==> config.mk <==
export PLATFORM = sky130hd
export DESIGN_NAME = sync_fifo_thr
export DESIGN_NICKNAME = d
export VERILOG_FILES = /design/src/rtl/sync_fifo_thr.sv
export SDC_FILE = /design/constraint.sdc
export NUM_CORES = 1
export LEC_CHECK = 0
export CAP_MARGIN = 20
export CORE_MARGIN = 4
export CORE_UTILIZATION = 60
export CTS_BUF_LIST = sky130_fd_sc_hd__clkbuf_4 sky130_fd_sc_hd__clkbuf_8 sky130_fd_sc_hd__clkbuf_16
export CTS_CLUSTER_SIZE = 25
export DETAILED_ROUTE_END_ITERATION = 16
export PLACE_DENSITY_LB_ADDON = 0.2
export REMOVE_ABC_BUFFERS = 1
export SYNTH_ARGS = -nofsm -noshare
export SYNTH_HDL_FRONTEND = slang
export SYNTH_SLANG_ARGS = --single-unit
==> constraint.sdc <==
create_clock -name clk -period 4.7 [get_ports clk]
set_input_delay 0.705 -clock clk [delete_from_list [all_inputs] [get_ports clk]]
set_output_delay 0.705 -clock clk [all_outputs]
set_load 0.005 [all_outputs]
==> src/rtl/sync_fifo_thr.sv <==
// Single-clock FWFT FIFO with registered occupancy, programmable almost-full/empty
// thresholds and synchronous flush. Define SYNC_FIFO_THR_ERR_FLAG_EN for sticky overflow/underflow flags.
module sync_fifo_thr #(
  parameter int DATA_WIDTH    = 8,
  parameter int FIFO_DEPTH    = 32,
  parameter int AFULL_THRESH  = FIFO_DEPTH - 2,
  parameter int AEMPTY_THRESH = 1,
  parameter int ADDR_WIDTH    = $clog2(FIFO_DEPTH)
) (
  input  logic                  clk,
  input  logic                  rst,
  input  logic                  flush_i,
  input  logic [DATA_WIDTH-1:0] data_i,
  input  logic                  wr_valid_i,
  output logic                  wr_ready_o,
  output logic [DATA_WIDTH-1:0] data_o,
  input  logic                  rd_valid_i,
  output logic                  rd_ready_o,
  output logic                  empty_o,
  output logic                  full_o,
  output logic                  almost_empty_o,
  output logic                  almost_full_o,
  output logic [ADDR_WIDTH:0]   count_o
`ifdef SYNC_FIFO_THR_ERR_FLAG_EN
  ,
  input  logic                  err_clr_i,
  output logic                  overflow_o,
  output logic                  underflow_o
`endif
);

  localparam logic [ADDR_WIDTH:0] DEPTH_C  = (ADDR_WIDTH+1)'(FIFO_DEPTH);
  localparam logic [ADDR_WIDTH:0] AFULL_C  = (ADDR_WIDTH+1)'(AFULL_THRESH);
  localparam logic [ADDR_WIDTH:0] AEMPTY_C = (ADDR_WIDTH+1)'(AEMPTY_THRESH);

  logic [DATA_WIDTH-1:0] r_mem [FIFO_DEPTH];
  logic [ADDR_WIDTH:0]   r_wr_ptr;
  logic [ADDR_WIDTH:0]   r_rd_ptr;
  logic [ADDR_WIDTH:0]   r_count;
  logic                  r_empty;
  logic                  r_full;
  logic                  r_aempty;
  logic                  r_afull;
  logic                  w_wr_hs;
  logic                  w_rd_hs;
  logic [ADDR_WIDTH:0]   w_count_nxt;

  // Valid/ready: a transfer happens on a cycle where valid is high and the
  // matching ready (registered ~full / ~empty) is high; otherwise the request is dropped.
  assign w_wr_hs = wr_valid_i & ~r_full;
  assign w_rd_hs = rd_valid_i & ~r_empty;

  always_comb begin
    w_count_nxt = r_count;
    if (w_wr_hs && !w_rd_hs) begin
      w_count_nxt = r_count + 1'b1;
    end else if (w_rd_hs && !w_wr_hs) begin
      w_count_nxt = r_count - 1'b1;
    end
  end

  always_ff @(posedge clk) begin
    if (rst || flush_i) begin
      r_wr_ptr <= '0;
      r_rd_ptr <= '0;
      r_count  <= '0;
      r_empty  <= 1'b1;
      r_full   <= 1'b0;
      r_aempty <= 1'b1;
      r_afull  <= 1'b0;
    end else begin
      if (w_wr_hs) begin
        r_wr_ptr <= r_wr_ptr + 1'b1;
      end
      if (w_rd_hs) begin
        r_rd_ptr <= r_rd_ptr + 1'b1;
      end
      r_count  <= w_count_nxt;
      r_empty  <= (w_count_nxt == '0);
      r_full   <= (w_count_nxt == DEPTH_C);
      r_aempty <= (w_count_nxt <= AEMPTY_C);
      r_afull  <= (w_count_nxt >= AFULL_C);
    end
  end

  // Storage is never cleared; a flushed or reset cycle simply does not write.
  always_ff @(posedge clk) begin
    if (w_wr_hs && !flush_i && !rst) begin
      r_mem[r_wr_ptr[ADDR_WIDTH-1:0]] <= data_i;
    end
  end

  assign data_o         = r_mem[r_rd_ptr[ADDR_WIDTH-1:0]];
  assign wr_ready_o     = ~r_full;
  assign rd_ready_o     = ~r_empty;
  assign empty_o        = r_empty;
  assign full_o         = r_full;
  assign almost_empty_o = r_aempty;
  assign almost_full_o  = r_afull;
  assign count_o        = r_count;

`ifdef SYNC_FIFO_THR_ERR_FLAG_EN
  logic r_overflow;
  logic r_underflow;

  // A set condition beats a clear in the same cycle; flush leaves the flags alone.
  always_ff @(posedge clk) begin
    if (rst) begin
      r_overflow  <= 1'b0;
      r_underflow <= 1'b0;
    end else begin
      if (wr_valid_i && r_full) begin
        r_overflow <= 1'b1;
      end else if (err_clr_i) begin
        r_overflow <= 1'b0;
      end
      if (rd_valid_i && r_empty) begin
        r_underflow <= 1'b1;
      end else if (err_clr_i) begin
        r_underflow <= 1'b0;
      end
    end
  end

  assign overflow_o  = r_overflow;
  assign underflow_o = r_underflow;
`endif

endmodule

Word-level counts from Yosys, hierarchy flattened

Memories as Yosys holds them, arrays and structs flattened. A register that Yosys moved wholly into a read port is not among the register bits.
Index checks and enable logic that the tools add are counted.

Register bits: 22
Memory bits (writable): 256
Input port bits: 13
Output and inout bits: 20
Word-level logic and storage cells: 35
Memories kept: 1

$add $sub $neg: 4
Order comparisons: 2
Equality and inequality tests: 1
Multiplexer cells: 6
Bitwise logic cells: 4
Reductions and logical operators: 10

Memory list:

| name  | words | width | read ports | clocked after memory_dff | write ports | RTL line | source |
|---|---|---|---|---|---|---|---|
| r_mem | 32    | 8     | 1          | 1                        | 1           | 36       | `logic [DATA_WIDTH-1:0] r_mem [FIFO_DEPTH];` |

Operators with widths:

| kind                | number |
|---|---|
| $add 6x1->6 const B | 3 |
| $mux 6              | 2 |
| $mux 5              | 2 |
| $eq 6x6->1 const B  | 1 |
| $ge 6x5->1 const B  | 1 |
| $le 6x1->1 const B  | 1 |
| $logic_not 6->1     | 1 |
| $sub 6x1->6 const B | 1 |
| $logic_and 1x1->1   | 4 |
| $logic_not 1->1     | 4 |
| $and 1x1->1         | 2 |
| $mux 1              | 2 |
| $not 1->1           | 2 |
| $logic_or 1x1->1    | 1 |

Depth between registers and ports, before layout

Gate-level depths: netlist of the first run.

Word-level depth: 7
Depth in mapped cells: 7
Gate-level depth less buffers: 7

Least setup slack after synthesis of the first run

Ideal clock, no wire load.

Kind: register to output
From: register (tool-made name)
To: output data_o[0]
Data arrival time: 1831 ps
Required time: 3995 ps
Path slack: 2164 ps
Cell stages (with the launch flop): 7
Path buffers: 2
Path through: dfxtp_1 -> buf_2 -> buf_2 -> mux4_2 -> mux2_2 -> o22ai_1 -> nor2_1

RTL lines:

| element   | RTL line | source |
|---|---|---|
| to (decl) | 16       | `output logic [DATA_WIDTH-1:0] data_o,` |

==> results by stage, run 1 <==
Placement:
- Before CTS, the worst setup slack after placement is 1310 ps.
- Port buffering added 32 buffers.
- The placed wire-length estimate after detailed placement is 12700 µm.
- The cell area after placement is 11600 µm².
- At the end of routability-driven placement, the weighted congestion stood at 0.797.

Clock tree:
- The later pin in the worst-skew pair is clocked with a latency of 530 ps.
- The cts-stage hold buffer count is 0.
- In this run, post-CTS repair resized a total of 0 instances.
- The cell sitting at the root of the clock tree is a sky130_fd_sc_hd__clkbuf_16.
- The maximum root-to-sink buffer count is 3.
- The clock tree from TritonCTS is yes.
- The total clock sinks is 281.
- Once the clock tree was built, the setup fixing pass inserted 0 buffers.
- In this run the number of H-tree levels came out at 1.
- The register clock-pin slew on the reported worst setup and hold paths is 60 ps.
- The number of buffers added by the clock tree synthesis step is 27.

Timing:
- The final worst hold slack is 515 ps.
- The hold violation count in the final report is 0.
- In this run the tightest slew margin relative to its limit is 33.0%.
- The actual slew at the worst max-slew pin is 1000 ps.
- Setup repair after global routing left no endpoint under its margin.
- The share of the clock period used by the worst path after layout is 83.6%.
- The post-route setup TNS is 0 ps.
- The final worst setup slack is 772 ps.
- Setup violations remaining at the end of the flow were counted as 0.
- The final max-slew violation count was 0.
- Timing would allow up to 255 MHz.
- For the final database, setup skew stands at 20.3 ps.
- The clock period minus final worst setup slack is 3930 ps.

GRT:
- Global routing used 21.5% of the available tracks across all layers.
- The largest net degree at the start of global routing is 49.
- The first global-routing pass estimated 33100 µm of wire.
- The initial antenna violation count was 0.
- After global routing the overflow that remains totals 0.
- The via count of the first global-routing pass is 5476.

Synthesis:
- By area the synthesized netlist is led by sky130_fd_sc_hd__edfxtp_1 (69%), sky130_fd_sc_hd__mux4_2 (13%), sky130_fd_sc_hd__dfxtp_1 (4.5%).
- After synthesis the cells add up to 11100 µm².
- The most used flip-flop cell after synthesis is sky130_fd_sc_hd__edfxtp_1.
- Of the synthesized area, sequential elements account for 74.0%.
- In the synthesized netlist the async set-or-reset flop fraction comes to 0%.
- The number of enable-type register cells in the synthesized netlist is 256.
- Dividing the synthesized area by the synthesized cell count gives 19.6 µm².
- The number of distinct library cell variants in the gate-level netlist after synthesis is 40.
- In the synthesized netlist, the number of instances is 565.
- During synthesis, Yosys emitted a total of 0 warnings.
- The post-synthesis sequential element count is 281.
- Of the post-synthesis cell area, the dominant cell type holds 69.5%.
- sky130_fd_sc_hd__edfxtp_1 takes more of the synthesized area than any other cell.

Floorplanning:
- The die is 144 µm wide.
- The die covers 20700 µm².
- The initial standard-cell utilization of the core is 61.4%.
- The number of placed I/O pins is 33.
- The region available for standard cell placement spans 18000 µm².
- The height of the die is 144 µm.
- The placement row count is 49.

Layout:
- The area occupied by multi-input gates is 2700 µm².
- Counting the fill cells in the layout gives 1099.
- The number of antenna diodes in the final layout is 0.
- The layout net count is 629.
- The area taken by flip-flops and latches is 8190 µm².
- Of the cells placed in the final design, the portion with a size suffix greater than 1 is 26.7%.
- At the end of the flow the core is filled with cells to 70.1%.
- Once layout is done, the placed cells without fillers occupy 12600 µm².
- The area added between synthesis and finish is 14.2%.

Routing:
- The number of detailed-route iterations in the first pass is 5.
- The remaining antenna violation count is 0.
- The routed length per instance is 25.0 µm.
- Using the TritonRoute via totals, the vias-per-cell ratio works out to 6.27.
- Summing over every cut layer, the via total after detailed routing is 5388.
- The initial detailed-routing violation count is 401.
- The routed wire length is 21500 µm.
- For this run, design rule violations remaining after detail routing come to 0.

Power:
- For this design the static power due to leakage is 3.92 nW.
- VDD sags by at most 0.272 mV.
- The total power density per cell area is 395 nW/µm².

Worst setup path:
- The number of buffer and inverter stages on the critical path is 2.
- The worst register-to-register path has a setup slack of 2390 ps.
- The cell depth of the worst flop-to-flop path is 4.
- The source of the worst register-to-register timing path is full_o.
- The largest individual stage delay along the critical path comes from the cell sky130_fd_sc_hd__dfxtp_4.
- STA classifies the critical path startpoint as a flop.
- The capture point of the worst reg-to-reg path is r_mem[29][3].
- Along the worst path, the maximum fanout reaches 41.
- The biggest cell delay along the critical path is 620 ps.
- The worst setup path is of the flop to output port kind.
- Among cell families on the critical path, the largest total delay comes from multiplexers.
- The worst endpoint data arrival time is 3220 ps.
- At the worst endpoint, the required time is 3990 ps.
- The critical path goes through buf_12 -> mux4_2 -> mux2_2 -> o22ai_1 -> nor2_1 -> clkdlybuf4s50_1.
- The kind of capture point of the worst setup path is an output port.

Flow run:
- The tool flagged a number of max-cap violations equal to 0.

Hold path:
- The path class of the lowest-slack min-delay path is flop to flop.
- The cell count of the worst hold path is 2.
- The hold path startpoint is r_rd_ptr[1].

Outcome:
- The flow ran to the end, and the final reports show no timing, DRC or antenna violations.
[where the power goes]
part | internal [mW] | switching, mW | total (mW) | leakage, nW
combinational | 0.0638 | 0.0814 | 0.145 | 0.961
clock | 1.23 | 0.872 | 2.11 | 0.455
sequential | 2.73 | 0.00687 | 2.74 | 2.51
[worst max-delay path by stage]
stage,start,endpoint,slack (ps),cells past startpoint
global route,flop,data_o[4],650,6
detailed placement,flop,data_o[2],1310,6
finish,flop,data_o[2],770,6
global placement,flop,data_o[6],1320,6
CTS,flop,data_o[2],740,6
floorplan,flop,data_o[6],700,4
[flip-flops by register name, indices dropped and copies added, names as in the netlist, named ones only]
register,count
empty_o,1
full_o,1
count_o,6
almost_empty_o,1
r_mem,256
r_rd_ptr,5
almost_full_o,1
r_wr_ptr,5
[metrics by stage]
stage	power, mW	cells
after floorplan	2.84	537
after global placement	2.91	801
after detailed placement	2.92	801
after CTS	5.01	851
after global routing	5.14	859
final	4.99	859
[cells in the mapped netlist, types with 2 or more instances]
cell,count
sky130_fd_sc_hd__buf_6,3
sky130_fd_sc_hd__nand2_1,14
sky130_fd_sc_hd__or3_1,2
sky130_fd_sc_hd__nor3_1,2
sky130_fd_sc_hd__dfxtp_1,25
sky130_fd_sc_hd__or3b_2,2
sky130_fd_sc_hd__ha_1,7
sky130_fd_sc_hd__and4_1,2
sky130_fd_sc_hd__buf_4,2
sky130_fd_sc_hd__o22ai_1,16
sky130_fd_sc_hd__and2_1,4
sky130_fd_sc_hd__a21oi_1,2
sky130_fd_sc_hd__clkbuf_1,8
sky130_fd_sc_hd__xnor2_1,6
sky130_fd_sc_hd__nor2_1,57
sky130_fd_sc_hd__nand3b_1,3
sky130_fd_sc_hd__mux4_2,64
sky130_fd_sc_hd__buf_1,4
sky130_fd_sc_hd__a31oi_1,3
sky130_fd_sc_hd__mux2_2,32
sky130_fd_sc_hd__inv_1,8
sky130_fd_sc_hd__nand4_1,4
sky130_fd_sc_hd__nand2b_1,3
sky130_fd_sc_hd__edfxtp_1,256
sky130_fd_sc_hd__or2_2,2
sky130_fd_sc_hd__buf_2,11
sky130_fd_sc_hd__xor2_1,7
sky130_fd_sc_hd__nand3_1,4
[kinds of logic (layout without fill, tap and decap cells)]
group	after synthesis	count (layout)	share of synthesized area [%]
flops	281	281	74.0
fa+ha+maj	7	7	0.791
simple gates	105	105	4.67
compound gates	27	27	1.62
xor+xnor	13	13	1.03
buf+inv	36	101	1.62
mux	96	96	16.3
[layer usage]
layer  routed length (µm)  GRT usage [%]  up-vias
met2                10600           34.2      222
li1                     -              -     2361
met5                    0              0        -
met3                 1300           2.56       33
met1                 9080           32.5     2772
met4                  469           5.45        0
[cell usage in the layout, fill, tap and decap left out, types with 3 or more instances in the layout]
cell	netlist	layout
sky130_fd_sc_hd__edfxtp_1	256	256
sky130_fd_sc_hd__mux4_2	64	64
sky130_fd_sc_hd__nor2_1	57	57
sky130_fd_sc_hd__mux2_2	32	32
sky130_fd_sc_hd__clkdlybuf4s50_1	0	32
sky130_fd_sc_hd__clkbuf_16	0	31
sky130_fd_sc_hd__dfxtp_1	25	22
sky130_fd_sc_hd__o22ai_1	16	16
sky130_fd_sc_hd__nand2_1	14	14
sky130_fd_sc_hd__inv_1	8	8
sky130_fd_sc_hd__clkbuf_4	0	8
sky130_fd_sc_hd__xor2_1	7	7
sky130_fd_sc_hd__ha_1	7	7
sky130_fd_sc_hd__xnor2_1	6	6
sky130_fd_sc_hd__clkbuf_8	0	6
sky130_fd_sc_hd__clkinv_2	0	5
sky130_fd_sc_hd__nand3_1	4	4
sky130_fd_sc_hd__nand4_1	4	4
sky130_fd_sc_hd__and2_1	4	4
sky130_fd_sc_hd__nand2b_1	3	3
sky130_fd_sc_hd__nand3b_1	3	3
sky130_fd_sc_hd__a31oi_1	3	3
sky130_fd_sc_hd__buf_8	0	3
[final cells by class]
| type | instances | share of cell area, % |
|---|---|---|
| Timing Repair Buffer | 43 | 4.30 |
| Sequential cell | 281 | 64.8 |
| Inverter | 8 | 0.238 |
| Clock inverter | 8 | 0.346 |
| Clock buffer | 42 | 6.67 |
| Tap cell | 229 | 2.27 |
| Multi-Input combinational cell | 248 | 21.4 |
[worst reg2reg max path: stages (launching register included)]
cell and delay [ps]:
sky130_fd_sc_hd__dfxtp_1 340, sky130_fd_sc_hd__nand2b_4 200, sky130_fd_sc_hd__nor2_1 220, sky130_fd_sc_hd__nand2_1 310, sky130_fd_sc_hd__nor2_1 860
No activity file was read; power rests on OpenSTA's default activity.
==> run 2: changes to the inputs <==
clock period = 3.64 ns   (was 4.7 ns; I/O delays follow)
==> results by stage, run 2 (synthesized netlist as in run 1, its figures left out) <==
Routing:
- The routed via count divided by cell count is 6.22 (-0.86%).
- The routed length per instance is 25.3 µm (+1.2%).
- The remaining antenna violation count came to 0 (unchanged).
- The number of DRC violations after detailed routing was 0 (unchanged).
- The initial detailed-routing violation count is 543 (+35%).
- The total number of vias is 5584 (+3.6%).
- The number of detailed-route iterations in the first pass came to 5 (unchanged).
- The routed wire length is 22700 µm (+5.8%).

Layout:
- The number of diodes added for antenna fixing came to 0 (unchanged).
- The library cell used most frequently in the layout, excluding fill and tap cells, is sky130_fd_sc_hd__edfxtp_1.
- The area added between synthesis and finish is 17.6%.
- The layout net count is 669 (+6.4%).
- The summed area of non-filler cells in the final layout was 13000 µm² (+2.9%).
- The share of the core filled with cells is 72.2% (+2.1 points).
- The area occupied by multi-input gates is 2700 µm² (unchanged).
- The proportion of layout cells with a drive suffix above 1 came to 30.6% (+4.0 points).
- The filler cell count in the final layout is 1042 (-5.2%).
- The area taken by flip-flops and latches is 8200 µm² (about the same).
- Leaving out fill and tap cells, the most frequent cells in the layout are sky130_fd_sc_hd__edfxtp_1 (256), sky130_fd_sc_hd__mux4_2 (64), sky130_fd_sc_hd__nor2_1 (57).
- The flip-flop count of the largest register after layout was 256 (unchanged).

Clock tree:
- The total clock sinks is 281 (unchanged).
- The root buffer cell is sky130_fd_sc_hd__clkbuf_16.
- The clock latency at the later pin of the worst-skew pair came to 530 ps (about the same).
- The cts-stage hold buffer count is 0 (unchanged).
- The maximum root-to-sink buffer count came to 3 (unchanged).
- The depth of the CTS H-tree is 1 (unchanged).
- TritonCTS built the clock tree.
- The number of buffers added by the clock tree synthesis step is 28 (+3.7%).
- The register clock-pin slew on the reported worst setup and hold paths is 60 ps (about the same).
- The buffers inserted during post-CTS setup optimization was 0 (unchanged).
- The number of gates resized after cts was 0 (unchanged).

Floorplanning:
- The number of placed I/O pins came to 33 (unchanged).
- The initial standard-cell utilization of the core was 61.4% (unchanged).
- The height of the die is 144 µm (unchanged).
- The die outline area was 20700 µm² (unchanged).
- The overall die width is 144 µm (unchanged).
- The placement row count was 49 (unchanged).
- The area inside the core boundary is 18000 µm² (unchanged).

Timing:
- The setup clock skew after layout is 11.5 ps (-8.77 ps).
- The final max-slew violation count came to 0 (unchanged).
- Setup repair after global routing left no endpoint under its margin.
- The max-slew headroom at the worst pin is 54.5% (+22 points).
- The final count of negative-setup-slack endpoints was 0 (unchanged).
- The final worst setup slack is 68.3 ps (-704 ps).
- The final worst hold slack is 515 ps (-0.111 ps).
- Timing would allow up to 280 MHz.
- The worst path uses 98.1% of the clock period.
- The hold violation count in the final report came to 0 (unchanged).
- The actual slew at the worst max-slew pin is 680 ps (-321 ps).
- Counting I/O delays and the setup requirement, the final critical path takes 3570 ps.

Power:
- The combinational share of power is 2.8% (about the same).
- The total chip power came to 6.65 mW (+33%).
- The clock power share came to 44.0% (+1.8 points).
- The internal power is 5.35 mW (+33%).
- The portion of total power attributed to sequential cells is 53.1% (-1.7 points).
- The reported net switching power came to 1.31 mW (+36%).
- The maximum vdd drop is 0.352 mV (+29%).
- The leakage power is 4.14 nW (+5.5%).
- The total power density per cell area was 511 nW/µm² (+30%).
- The switching power as a share of total power is 19.6% (+0.37 points).

Hold path:
- The tightest min-delay check is of the flop to flop type.
- The cell count of the worst hold path came to 2 (unchanged).

Worst setup path:
- The cell depth of the worst flop-to-flop path is 6 (+2).
- The kind of capture point of the worst setup path is an output port.
- The worst endpoint data arrival time is 3030 ps (-190 ps).
- The number of buffer and inverter stages on the critical path is 2 (unchanged).
- The data required time of the worst path is 3090 ps (-900 ps).
- The cell family contributing the most delay on the critical path is multiplexers.
- The signal on the critical path passes through buf_16 -> mux4_2 -> mux2_2 -> o22ai_1 -> nor2_1 -> clkdlybuf4s50_1.
- The biggest cell delay along the critical path came to 530 ps (-90 ps).
- The logic depth of the worst setup path including buffers is 6 (unchanged).
- The maximum fanout along the worst path is 34 (-17%).
- The category of the critical setup timing path is flop to output port.
- The worst-path cell with the longest stage delay is sky130_fd_sc_hd__mux4_2.
- STA classifies the critical path startpoint as a flop.

GRT:
- The wire length of the first global-routing pass is 34500 µm (+4.5%).
- The via count of the first global-routing pass came to 5825 (+6.4%).
- The overall fraction of global-route tracks in use is 22.5% (+0.99 points).
- The aggregate global routing overflow is 0 (unchanged).
- The largest net degree at the start of global routing came to 49 (unchanged).
- The initial antenna violation count is 0 (unchanged).

Placement:
- The number of input and output port buffers inserted is 32 (unchanged).
- The placed wire-length estimate after detailed placement was 13400 µm (+5.5%).
- The final weighted congestion of routability-driven global placement was 0.818 (+2.5%).
- The worst setup timing slack at the placement stage is 598 ps (-715 ps).
- The cell area after placement is 11900 µm² (+2.8%).

Outcome:
- The run finished with clean final reports.

Flow run:
- The number of max-capacitance violations reported is 0 (unchanged).
[run 2: power groups by stage]
stage          clock (mW)  combinational (mW)  sequential (mW)
6_report             2.93               0.189             3.53
3_5_place_dp            0               0.172             3.60
5_1_grt              3.12               0.204             3.53
4_1_cts              2.96               0.173             3.53
2_1_floorplan           0              0.0637             3.61
3_3_place_gp            0               0.163             3.60
[run 2: worst reg2reg max path, stage by stage (launching register included)]
cell and delay (ps):
sky130_fd_sc_hd__dfxtp_1 340, sky130_fd_sc_hd__nor2b_1 540, sky130_fd_sc_hd__nand2_1 190, sky130_fd_sc_hd__o2bb2ai_1 300, sky130_fd_sc_hd__xor2_1 140, sky130_fd_sc_hd__or3_1 440, sky130_fd_sc_hd__o31ai_1 220
[run 2: layer usage]
metal  track usage, %  wire, µm  vias up
li1                 -         -     2435
met1             32.8      9840     2897
met2             36.2     11000      212
met3             3.29      1260       40
met4             6.69       592        0
met5                0         0        -
[run 2: layout make-up]
class / count / share of cell area, %
Inverter: 8 / 0.231
Clock inverter: 18 / 1.42
Clock buffer: 32 / 5.93
Sequential cell: 281 / 63.0
Tap cell: 229 / 2.20
Timing Repair Buffer: 82 / 6.46
Multi-Input combinational cell: 248 / 20.7
[run 2: final timing paths]
kind	slack (ps)	endpoint	startpoint
hold reg to reg	520	r_wr_ptr[1]	r_wr_ptr[1]
setup / recovery	70	data_o[2]	flop
hold / removal	520	r_wr_ptr[1]	r_wr_ptr[1]
setup reg to reg	1390	empty_o	full_o
[run 2: per-stage QoR]
stage	cells	TNS, ps
after global routing	898	0
after detailed placement	842	0
after global placement	842	0
final	898	0
after CTS	892	0
after floorplan	537	-1510
